File: src/rtl/and_ary_seq.sv
// and_ary_seq
//   Sequenced wide XOR-AND reduction. Computes d0 = &(a ^ b) over WIDTH bits
//   by pushing one CHUNK-bit slice per cycle through a single XOR/AND tree,
//   LSB chunk first, and stopping at the first chunk that fails.
//
// Handshake rule (both sides): a transfer happens on a rising edge where
//   valid && ready are both high. The source holds valid (and its data)
//   until that edge; ready may rise or fall freely and has no dependency on
//   valid.
//
// Ports
//   clk        clock, all state changes on the rising edge
//   rst        synchronous active-high reset
//   in_valid   request valid
//   in_ready   request can be accepted (IDLE and not in reset)
//   a, b       operands, sampled only on the accepting edge
//   out_valid  result valid (DONE)
//   out_ready  consumer takes the result
//   d0         reduction result
//   cycles     number of chunks evaluated for this result (1..NCHUNK)
//   dbg_state  current FSM state (0 IDLE, 1 BUSY, 2 DONE)
module and_ary_seq #(
   parameter int WIDTH = 64,
   parameter int CHUNK = 8,
   localparam int NCHUNK = WIDTH / CHUNK,
   localparam int IDX_W  = (NCHUNK > 1) ? $clog2(NCHUNK) : 1,
   localparam int CW     = $clog2(NCHUNK) + 1
) (
   input  logic             clk,
   input  logic             rst,
   input  logic             in_valid,
   output logic             in_ready,
   input  logic [WIDTH-1:0] a,
   input  logic [WIDTH-1:0] b,
   output logic             out_valid,
   input  logic             out_ready,
   output logic             d0,
   output logic [CW-1:0]    cycles,
   output logic [1:0]       dbg_state
);

   typedef enum logic [1:0] {
      IDLE = 2'd0,
      BUSY = 2'd1,
      DONE = 2'd2
   } state_t;

   state_t             state;
   state_t             state_nx;

   logic [WIDTH-1:0]   a_reg;
   logic [WIDTH-1:0]   b_reg;
   logic [IDX_W-1:0]   idx;
   logic               acc;
   logic [CW-1:0]      cnt;

   logic [CHUNK-1:0]   slice_x;
   logic               slice_ok;
   logic               last_chunk;
   logic               accept;

   // The operand registers shift right one chunk per BUSY cycle, so the
   // slice always looks at the low CHUNK bits; idx tracks which chunk that is.
   assign slice_x    = a_reg[CHUNK-1:0] ^ b_reg[CHUNK-1:0];
   assign slice_ok   = &slice_x;
   assign last_chunk = (idx == IDX_W'(NCHUNK - 1));
   assign accept     = (state == IDLE) && in_valid && !rst;

   // State register
   always_ff @(posedge clk) begin
      if (rst) begin
         state <= IDLE;
      end else begin
         state <= state_nx;
      end
   end

   // Next-state logic
   always_comb begin
      state_nx = state;
      case (state)
         IDLE: if (in_valid) state_nx = BUSY;
         BUSY: if (!slice_ok || last_chunk) state_nx = DONE;
         DONE: if (out_ready) state_nx = IDLE;
         default: state_nx = IDLE;
      endcase
   end

   // Output decode. in_ready is also gated by rst so a request presented
   // during reset is visibly refused.
   always_comb begin
      in_ready  = (state == IDLE) && !rst;
      out_valid = (state == DONE);
      dbg_state = state;
   end

   // Operand capture and per-cycle chunk shift
   always_ff @(posedge clk) begin
      if (accept) begin
         a_reg <= a;
         b_reg <= b;
      end else if (state == BUSY) begin
         a_reg <= a_reg >> CHUNK;
         b_reg <= b_reg >> CHUNK;
      end
   end

   // Chunk index, accumulator (which is d0) and chunk count
   always_ff @(posedge clk) begin
      if (rst) begin
         idx <= '0;
         acc <= 1'b0;
         cnt <= '0;
      end else begin
         case (state)
            IDLE: begin
               if (in_valid) begin
                  idx <= '0;
                  acc <= 1'b1;
               end
            end
            BUSY: begin
               if (!slice_ok || last_chunk) begin
                  // Early exit or final chunk: freeze result for DONE.
                  acc <= slice_ok;
                  cnt <= CW'(idx) + CW'(1);
               end else begin
                  idx <= idx + IDX_W'(1);
               end
            end
            default: ;
         endcase
      end
   end

   assign d0     = acc;
   assign cycles = cnt;

endmodule

File: config.mk
export PLATFORM = sky130hd
export DESIGN_NAME = and_ary_seq
export DESIGN_NICKNAME = d
export VERILOG_FILES = /design/src/rtl/and_ary_seq.sv
export SDC_FILE = /design/constraint.sdc
export NUM_CORES = 1
export LEC_CHECK = 0
export CAP_MARGIN = 30
export CORE_MARGIN = 2
export CORE_UTILIZATION = 50
export CTS_CLUSTER_DIAMETER = 50
export CTS_CLUSTER_SIZE = 12
export DETAILED_ROUTE_END_ITERATION = 10
export PLACE_DENSITY = 0.79
export SYNTH_ARGS = -nofsm -noshare
export SYNTH_HDL_FRONTEND = slang
export SYNTH_SLANG_ARGS = --single-unit
File: constraint.sdc
create_clock -name clk -period 9 [get_ports clk]
set_input_delay 0.9 -clock clk [delete_from_list [all_inputs] [get_ports clk]]
set_output_delay 0.9 -clock clk [all_outputs]
set_load 0.005 [all_outputs]
==> results of run 1 <==
==> placed cells by master (no fill, tap or decap), types with 2 or more instances in the layout <==
| master | n |
|---|---|
| nand2_1 | 3 |
| nor4_1 | 2 |
| clkinv_2 | 3 |
| inv_6 | 2 |
| nand2b_1 | 4 |
| o21ai_0 | 3 |
| clkinv_1 | 3 |
| inv_1 | 3 |
| xor2_1 | 8 |
| edfxtp_1 | 128 |
| nor3_1 | 2 |
| mux2i_1 | 2 |
| a21oi_1 | 3 |
| buf_4 | 2 |
| and4_1 | 2 |
| nor2b_1 | 2 |
| clkinvlp_4 | 3 |
| nand3_1 | 7 |
| clkdlybuf4s50_1 | 140 |
| dfxtp_1 | 10 |
| mux2_4 | 69 |
| and3_1 | 20 |
| nor2_1 | 5 |
| a32oi_1 | 2 |
| clkbuf_1 | 2 |
| ha_1 | 2 |
| clkbuf_16 | 17 |
| a211oi_1 | 2 |
| bufinv_16 | 2 |
| nand4_1 | 3 |
| mux2_2 | 44 |
==> final cells by class <==
cell class / instances / area [um^2]
clock buffers: 19 / 433
clock inverters: 13 / 126
flip-flops and latches: 138 / 4040
well taps: 172 / 215
repair buffers: 142 / 1420
inverters: 3 / 11.3
multi-input cells: 192 / 2070
fillers: 878 / 4150
==> layer usage <==
| metal | track usage (%) | vias to the layer above |
|---|---|---|
| li1 | - | 1656 |
| met5 | 0 | - |
| met2 | 29.4 | 134 |
| met3 | 5.03 | 12 |
| met4 | 4.76 | 0 |
| met1 | 20.5 | 1648 |
==> worst max-delay path: cells and delay by family <==
kind | cells | cell delay, ns
buffers and inverters | 2 | 1.45
AND/OR/NAND/NOR | 3 | 2.03
==> cell families (layout without fill, tap and decap cells) <==
group	Yosys count	in the layout	share of synthesized area, %
fa+ha+maj	2	2	0.395
flops	138	138	63.9
compound gates	13	13	1.36
simple gates	54	54	5.10
xor+xnor	8	8	1.11
buf+inv	20	177	3.62
mux	115	115	24.5
==> per-stage QoR <==
stage / cell area [um^2] / util, % / instances / hold WS (ns) / total power [mW]
2_1_floorplan: 6330 / - / 350 / 0.445 / 0.945
4_1_cts: 8310 / 66.7 / 679 / 0.458 / 1.67
3_5_place_dp: 7750 / 62.2 / 647 / 0.447 / 1.02
3_3_place_gp: 7750 / 62.2 / 647 / 0.453 / 1.01
5_1_grt: 8310 / 66.7 / 679 / 0.490 / 1.72
6_report: 8310 / 66.7 / 679 / 0.461 / 1.67
==> power groups by stage <==
stage	Combinational (mW)	Clock, mW	Sequential (mW)
floorplan	0.134	0	0.811
finish	0.209	0.661	0.797
global placement	0.203	0	0.808
detailed placement	0.209	0	0.811
global route	0.224	0.695	0.803
CTS	0.211	0.666	0.798
==> final timing paths <==
path / start / end / cells past startpoint
worst min-delay path: cycles[0]$_SDFFE_PP0P_ / cycles[0]$_SDFFE_PP0P_ / 2
worst max-delay path: rst / b_reg[47]$_DFFE_PP_ / 5
worst min register to register: cycles[0]$_SDFFE_PP0P_ / cycles[0]$_SDFFE_PP0P_ / 2
worst max register to register: dbg_state[1]$_SDFFE_PP0P_ / b_reg[47]$_DFFE_PP_ / 4
==> reports/qor.txt, run 1 <==
initial drt markers: 384
Critical Path Source Type: input pin
die width: 117 um
n_diodes: 0
number of antenna violations at the first check in global routing: 0
pre-CTS setup slack: 4.06 ns
Hold WC Path Type: flop to flop
Final min period: 4.45 ns
unrepaired setup endpoints after global routing: false
setup bufs post-CTS: 0
Mean Syn Cell Area: 18.1 um^2
global-route wire length before repair: 17100 um
CTS H-Tree Depth: 4
Main synth FF type: edfxtp_1
Synth-to-Final Area Change: 31.3%
outcome: finished, final reports clean
gr ovfl total: 0
Reg power frac: 47.8%
r2r setup slk: 5.29 ns
combinational power share: 12.5%
Synth area leader: edfxtp_1
CP required: 9.03 ns
count leader, synth: edfxtp_1
Initial Util: 50.8%
worst setup path category: input pin to flop
final wirelength: 11400 um
vias per std cell: 5.08
CTS Sinks: 138
post-CTS sizing: 0
Post-Synthesis Cells: 350
ys async rst share: 0%
met2 WL: 5730 um
leakage: 3.06 nW
io pins: 141
Clock power frac: 39.7%
synth unique cells: 33
Final ANT Viol Nets: 0
core area: 12500 um^2
Sw Share: 21.0%
pin count of the biggest net entering global routing: 73
Slew Limit Fails: 0
worst path cell trace: clkdlybuf4s50_1, nor3_4, and2_4, nand2b_4, buf_4
worst stage delay on the critical path: 0.82 ns
P_sw: 0.350 mW
Final Setup Violations: 0
Max-cap violations: 0
Vias: 3450
hpwl dp: 7750 um
syn nets: 484
critical path arrival: 4.48 ns
root buffer cell: clkbuf_16
layout cells sized above 1: 28.6%
Routed WL per cell: 16.8 um
CP endpoint kind: flop
CTS tree: yes
Final WS setup: 4.55 ns
Die Y: 117 um
CP Max Fanout: 72
sequential area share after synthesis: 63.9%
cts bufs inserted: 17
number of synthesis warnings: 0
DR pass1 iterations: 4
Pint: 1.32 mW
gp weighted congestion: 0.820
Final period util: 49.5%
achievable frequency: 225 MHz
Synth Register Bits: 138
Critical-path top delay cell: buf_4
Rel. slew slack: 36.4%
setup TNS: 0 ns
clock latency on the worst-skew pair: 0.41 ns
# rows: 41
CTS max path bufs: 2
die area: 13600 um^2
Post-synth EDFFs: 128
nets: 628
Final Hold Vio Count: 0
detailed-routing wirelength on met1: 4690 um
pwr dens: 201 nW/um^2
CTS clock-pin slew for the worst setup and hold paths: 0.05 ns
Synth top area share: 60.7%
GR Util All Layers: 16.9%
DR WL met3: 811 um
DR DRC count: 0
Tightest Pin Transition: 0.954 ns
synthesized area: 6330 um^2
clock skew: 0.00698 ns
Max VDD drop: 126 uV
Synth area leaders: edfxtp_1 (61%), mux2_4 (16%), mux2_2 (7.8%), dfxtp_1 (3.2%), buf_12 (2.5%)
top sig layer: met4
via count of the first global-routing pass: 3487
hold buffer count at CTS: 0
PortBufs: 140
Synth top cells by count: edfxtp_1 (128), mux2_4 (69), mux2_2 (44)
Note: power is estimated with default switching activity, not from simulation.
==> run 2, diff against run 1 <==
--- a/config.mk
+++ b/config.mk
@@ -7,11 +7,11 @@
 export LEC_CHECK = 0
 export CAP_MARGIN = 30
 export CORE_MARGIN = 2
-export CORE_UTILIZATION = 50
+export CORE_UTILIZATION = 46
 export CTS_CLUSTER_DIAMETER = 50
 export CTS_CLUSTER_SIZE = 12
 export DETAILED_ROUTE_END_ITERATION = 10
-export PLACE_DENSITY = 0.79
+export PLACE_DENSITY = 0.77
 export SYNTH_ARGS = -nofsm -noshare
 export SYNTH_HDL_FRONTEND = slang
 export SYNTH_SLANG_ARGS = --single-unit
==> constraint.sdc (replaced) <==
create_clock -name clk -period 3.7 [get_ports clk]
set_input_delay 0.37 -clock clk [delete_from_list [all_inputs] [get_ports clk]]
set_output_delay 0.37 -clock clk [all_outputs]
set_load 0.005 [all_outputs]
==> run 2 against run 1 <==
  * Via count about the same
  * Sequential power up 140%
  * Sequential share of layout area decreased by 0.28 points
  * Total power rose by 140%
  * Setup slack got worse by 3.4 ns
  * First-iteration DRC count is 33% lower
  * Clock skew is 0.00090 ns higher
  * Critical path depth grew 1
  * Register-to-register slack got worse by 3.9 ns
  * Count of clock-buffer cells in the layout increased by 11
  * Final cell count rose by 1.2%
  * Routed wire length down 0.11%
  * Highest routed layer unchanged
==> reports/qor.txt, run 2 (same netlist as run 1, synthesis figures left out) <==
outcome: finished, final reports clean
Worst Reg2Reg Path Length in Cells: 5
Final Hold Vio Count: 0
# rows: 42
Cells after DPL: 655
CTS clock-pin slew for the worst setup and hold paths: 0.05 ns
core area: 13300 um^2
initial drt markers: 257
die area: 14700 um^2
final wirelength: 11400 um
worst setup path category: input pin to flop
gp weighted congestion: 0.727
Tightest Pin Transition: 0.792 ns
CTS max path bufs: 2
CTS H-Tree Depth: 4
Routed WL per cell: 16.5 um
Fill cells: 988
Critical Path Source Type: input pin
Max-cap violations: 0
worst path cell trace: clkdlybuf4s50_1, nor3_4, buf_4, and2_4, buf_12, mux2_2
Die Y: 121 um
GR Util All Layers: 16.0%
hpwl dp: 7920 um
achievable frequency: 395 MHz
layout cells sized above 1: 28.4%
CP required: 3.85 ns
Critical-path top delay cell: clkdlybuf4s50_1
via count of the first global-routing pass: 3654
clock skew: 0.00788 ns
Rel. slew slack: 47.2%
worst stage delay on the critical path: 0.64 ns
setup TNS: 0 ns
clock latency on the worst-skew pair: 0.40 ns
Storage cell area: 4040 um^2
CTS Sinks: 138
global-route wire length before repair: 17500 um
number of antenna violations at the first check in global routing: 0
Synth-to-Final Area Change: 32.1%
area of the multi-input gates: 2070 um^2
hold buffer count at CTS: 0
Worst R2R Start: dbg_state[1]$_SDFFE_PP0P_
die width: 121 um
cts bufs inserted: 17
CTS tree: yes
unrepaired setup endpoints after global routing: false
r2r setup slk: 1.40 ns
leakage: 3.09 nW
worst setup path startpoint: rst
Fin Hold WS: 0.463 ns
Final period util: 68.5%
post-CTS sizing: 0
hold depth: 2
n_diodes: 0
CP endpoint kind: flop
critical path arrival: 2.68 ns
setup bufs post-CTS: 0
pwr dens: 474 nW/um^2
Slew Limit Fails: 0
DR pass1 iterations: 4
Max VDD drop: 304 uV
Final ANT Viol Nets: 0
gr ovfl total: 0
Hold WC Path Type: flop to flop
commonest non-fill, non-tap cell in the layout: clkdlybuf4s50_1
root buffer cell: clkbuf_16
post-layout util: 62.6%
Initial Util: 47.4%
Final min period: 2.53 ns
io pins: 141
CP Max Fanout: 112
Final Setup Violations: 0
pin count of the biggest net entering global routing: 113
PortBufs: 140
nets: 632
DR DRC count: 0
Finished Layout Cells: 687
hold path start: cycles[0]$_SDFFE_PP0P_
vias per std cell: 5.02
most frequent cells in the layout: clkdlybuf4s50_1 (140), edfxtp_1 (128), mux2_4 (69)
total power: 3.97 mW
Vias: 3451
## run 2: cell types whose count changed in the layout (fill, tap and decap cells not counted), moves of 2 or more
cell,before,now
buf_12,0,3
bufinv_16,2,0
clkbuf_1,2,9
clkbuf_8,0,3
clkinv_1,3,0
clkinvlp_4,3,0
inv_6,2,0
## run 2: worst max-delay path, delay by kind of cell
family	cells	cell delay (ns)
simple gates	2	0.39
mux	1	0.42
buf+inv	3	1.32
## run 2: through the flow
| step | worst slack [ns] | instance area [um^2] |
|---|---|---|
| global route | 1.08 | 8360 |
| finish | 1.17 | 8360 |
| detailed placement | 0.805 | 7830 |
| global placement | 0.885 | 7830 |
| CTS | 1.23 | 8360 |
| floorplan | 0.395 | 6330 |
## run 2: routing by layer
layer | wire (um) | part of all wire (%) | global-route usage (%)
met1 | 4580 | 40 | 18.4
met5 | 0 | 0 | 0
met2 | 5790 | 51 | 27.3
met3 | 871 | 7.7 | 5.59
met4 | 136 | 1.2 | 6.54
## run 2: power breakdown
group          internal (mW)  switching, mW
registers               1.90         0.0416
clock network          0.949          0.558
logic                  0.333          0.188
## run 2: final timing paths
path                       endpoint
min          cycles[0]$_SDFFE_PP0P_
min reg2reg  cycles[0]$_SDFFE_PP0P_
max reg2reg     b_reg[28]$_DFFE_PP_
max             b_reg[28]$_DFFE_PP_
## run 2: area by class of cell
class | instances | share of cell area (%)
sequential | 138 | 48.4
multi-input combinational | 192 | 24.7
timing repair buffer | 146 | 17.7
clock buffer | 30 | 6.29
tap | 176 | 2.63
inverter | 3 | 0.135
clock inverter | 2 | 0.120
==> run 3, diff against run 2 <==
--- a/config.mk
+++ b/config.mk
@@ -7,11 +7,11 @@
 export LEC_CHECK = 0
 export CAP_MARGIN = 30
 export CORE_MARGIN = 2
-export CORE_UTILIZATION = 46
+export CORE_UTILIZATION = 50
 export CTS_CLUSTER_DIAMETER = 50
 export CTS_CLUSTER_SIZE = 12
 export DETAILED_ROUTE_END_ITERATION = 10
-export PLACE_DENSITY = 0.77
+export PLACE_DENSITY = 0.79
 export SYNTH_ARGS = -nofsm -noshare
 export SYNTH_HDL_FRONTEND = slang
 export SYNTH_SLANG_ARGS = --single-unit
==> constraint.sdc (replaced) <==
create_clock -name clk -period 2.4 [get_ports clk]
set_input_delay 0.24 -clock clk [delete_from_list [all_inputs] [get_ports clk]]
set_output_delay 0.24 -clock clk [all_outputs]
set_load 0.005 [all_outputs]
==> run 3 against run 2 <==
  * Final cell count up 0.29%
  * Flip-flop and latch count unchanged
  * Global-route usage increased by 1.3 points
  * Die area decreased by 7.7%
  * Clock skew up 0.0041 ns
  * Routed wire length fell by 1.4%
  * Largest power group unchanged
  * Clock power up 66%
  * Combinational power increased by 57%
  * Total power up 59%
==> reports/qor.txt, run 3 (same netlist as run 1, synthesis figures left out) <==
Tightest Pin Transition: 0.575 ns
Hold WC Path Type: flop to flop
met2 WL: 5590 um
critical path arrival: 1.69 ns
CP Max Fanout: 17
Slew Limit Fails: 0
core area: 12500 um^2
Final WS setup: 0.471 ns
CTS H-Tree Depth: 4
Final ANT Viol Nets: 0
die area: 13600 um^2
post-CTS sizing: 0
worst setup path category: flop to output pin
root buffer cell: clkbuf_16
number of antenna violations at the first check in global routing: 0
Final min period: 1.93 ns
CP required: 2.16 ns
Worst Reg2Reg Path Length in Cells: 4
Routed WL per cell: 16.3 um
r2r setup slk: 0.54 ns
top sig layer: met4
hold buffer count at CTS: 0
commonest non-fill, non-tap cell in the layout: clkdlybuf4s50_1
Final period util: 80.4%
area of the multi-input gates: 2070 um^2
DR pass1 iterations: 6
gp weighted congestion: 0.823
Max-cap violations: 0
n_diodes: 0
Rel. slew slack: 61.3%
vias per std cell: 5.04
# rows: 41
achievable frequency: 518 MHz
Worst R2R Start: b_reg[4]$_DFFE_PP_
hpwl dp: 8060 um
pre-CTS setup slack: 0.260 ns
gr ovfl total: 0
nets: 639
die width: 117 um
CTS clock-pin slew for the worst setup and hold paths: 0.06 ns
setup bufs post-CTS: 0
via count of the first global-routing pass: 3513
hold depth: 2
DR WL met3: 949 um
global-route wire length before repair: 17200 um
CTS max path bufs: 2
CP endpoint kind: output pin
CTS tree: yes
Fin Hold WS: 0.459 ns
CTS Sinks: 138
pwr dens: 745 nW/um^2
post-layout util: 67.9%
Synth-to-Final Area Change: 33.7%
detailed-routing wirelength on met1: 4520 um
Storage cell area: 4050 um^2
Critical Path Source Type: flop
DR DRC count: 0
clock latency on the worst-skew pair: 0.41 ns
Fill cells: 845
Hold EP: cycles[0]$_SDFFE_PP0P_
Critical R2R Capture: idx[2]$_SDFFE_PP0P_
cts bufs inserted: 17
most frequent cells in the layout: clkdlybuf4s50_1 (140), edfxtp_1 (128), mux2_4 (69)
initial drt markers: 265
hold path start: cycles[0]$_SDFFE_PP0P_
Initial Util: 50.8%
PortBufs: 140
Final Setup Violations: 0
clock skew: 0.0120 ns
Die Y: 117 um
Vias: 3474
unrepaired setup endpoints after global routing: false
pin count of the biggest net entering global routing: 57
Max VDD drop: 467 uV
outcome: finished, final reports clean
io pins: 141
GR Util All Layers: 17.3%
layout cells sized above 1: 30.0%
leakage: 3.15 nW
Final Hold Vio Count: 0
final wirelength: 11200 um
## run 3: cell count changes in the layout (fill, tap and decap cells not counted)
| cell | change |
|---|---|
| buf_12 | +2 |
| buf_4 | +5 |
| bufinv_16 | +3 |
| clkbuf_1 | -6 |
| clkbuf_16 | -1 |
| clkbuf_8 | -3 |
| clkinv_1 | +3 |
| clkinv_2 | +2 |
| clkinvlp_4 | +1 |
| dfxtp_1 | -1 |
| dfxtp_2 | +1 |
## run 3: metrics by stage
stage / setup TNS (ns) / std cells / power, mW / cell area, um^2
4_1_cts: 0 / 689 / 6.36 / 8460
5_1_grt: 0 / 689 / 6.53 / 8460
3_5_place_dp: 0 / 658 / 3.86 / 7900
3_3_place_gp: 0 / 658 / 3.82 / 7900
2_1_floorplan: -13.78 / 350 / 3.52 / 6340
6_report: 0 / 689 / 6.31 / 8460
## run 3: cell type report
cell class	instances	share of cell area, %
clock buffers	20	5.16
repair buffers	153	18.4
multi-input cells	192	24.4
well taps	172	2.54
flip-flops and latches	138	47.8
inverters	3	0.133
clock inverters	11	1.52
## run 3: power breakdown
part / internal, mW / switching (mW) / leakage [nW] / total [mW]
Combinational: 0.530 / 0.287 / 1.57 / 0.817
Sequential: 2.92 / 0.0651 / 1.31 / 2.99
Clock: 1.61 / 0.899 / 0.276 / 2.51
## run 3: layer usage
metal | track usage [%] | vias up
li1 | - | 1675
met1 | 20.1 | 1639
met2 | 29.1 | 146
met3 | 6.85 | 14
met4 | 6.11 | 0
met5 | 0 | -
## run 3: how the worst max path moves through the flow
stage                                          from                  end  cells after the start
after CTS                 dbg_state[1]$_SDFFE_PP0P_             in_ready                      3
after global routing      dbg_state[1]$_SDFFE_PP0P_             in_ready                      3
after detailed placement                        rst  b_reg[18]$_DFFE_PP_                      5
after floorplan           dbg_state[0]$_SDFFE_PP0P_   a_reg[0]$_DFFE_PP_                      6
after global placement                          rst  b_reg[16]$_DFFE_PP_                      5
final                     dbg_state[1]$_SDFFE_PP0P_             in_ready                      3
## run 3: worst max-delay path, stage by stage, from the launching register on
cell	delay [ns]
dfxtp_1	0.39
nor3_4	0.16
buf_4	0.21
clkdlybuf4s50_1	0.52
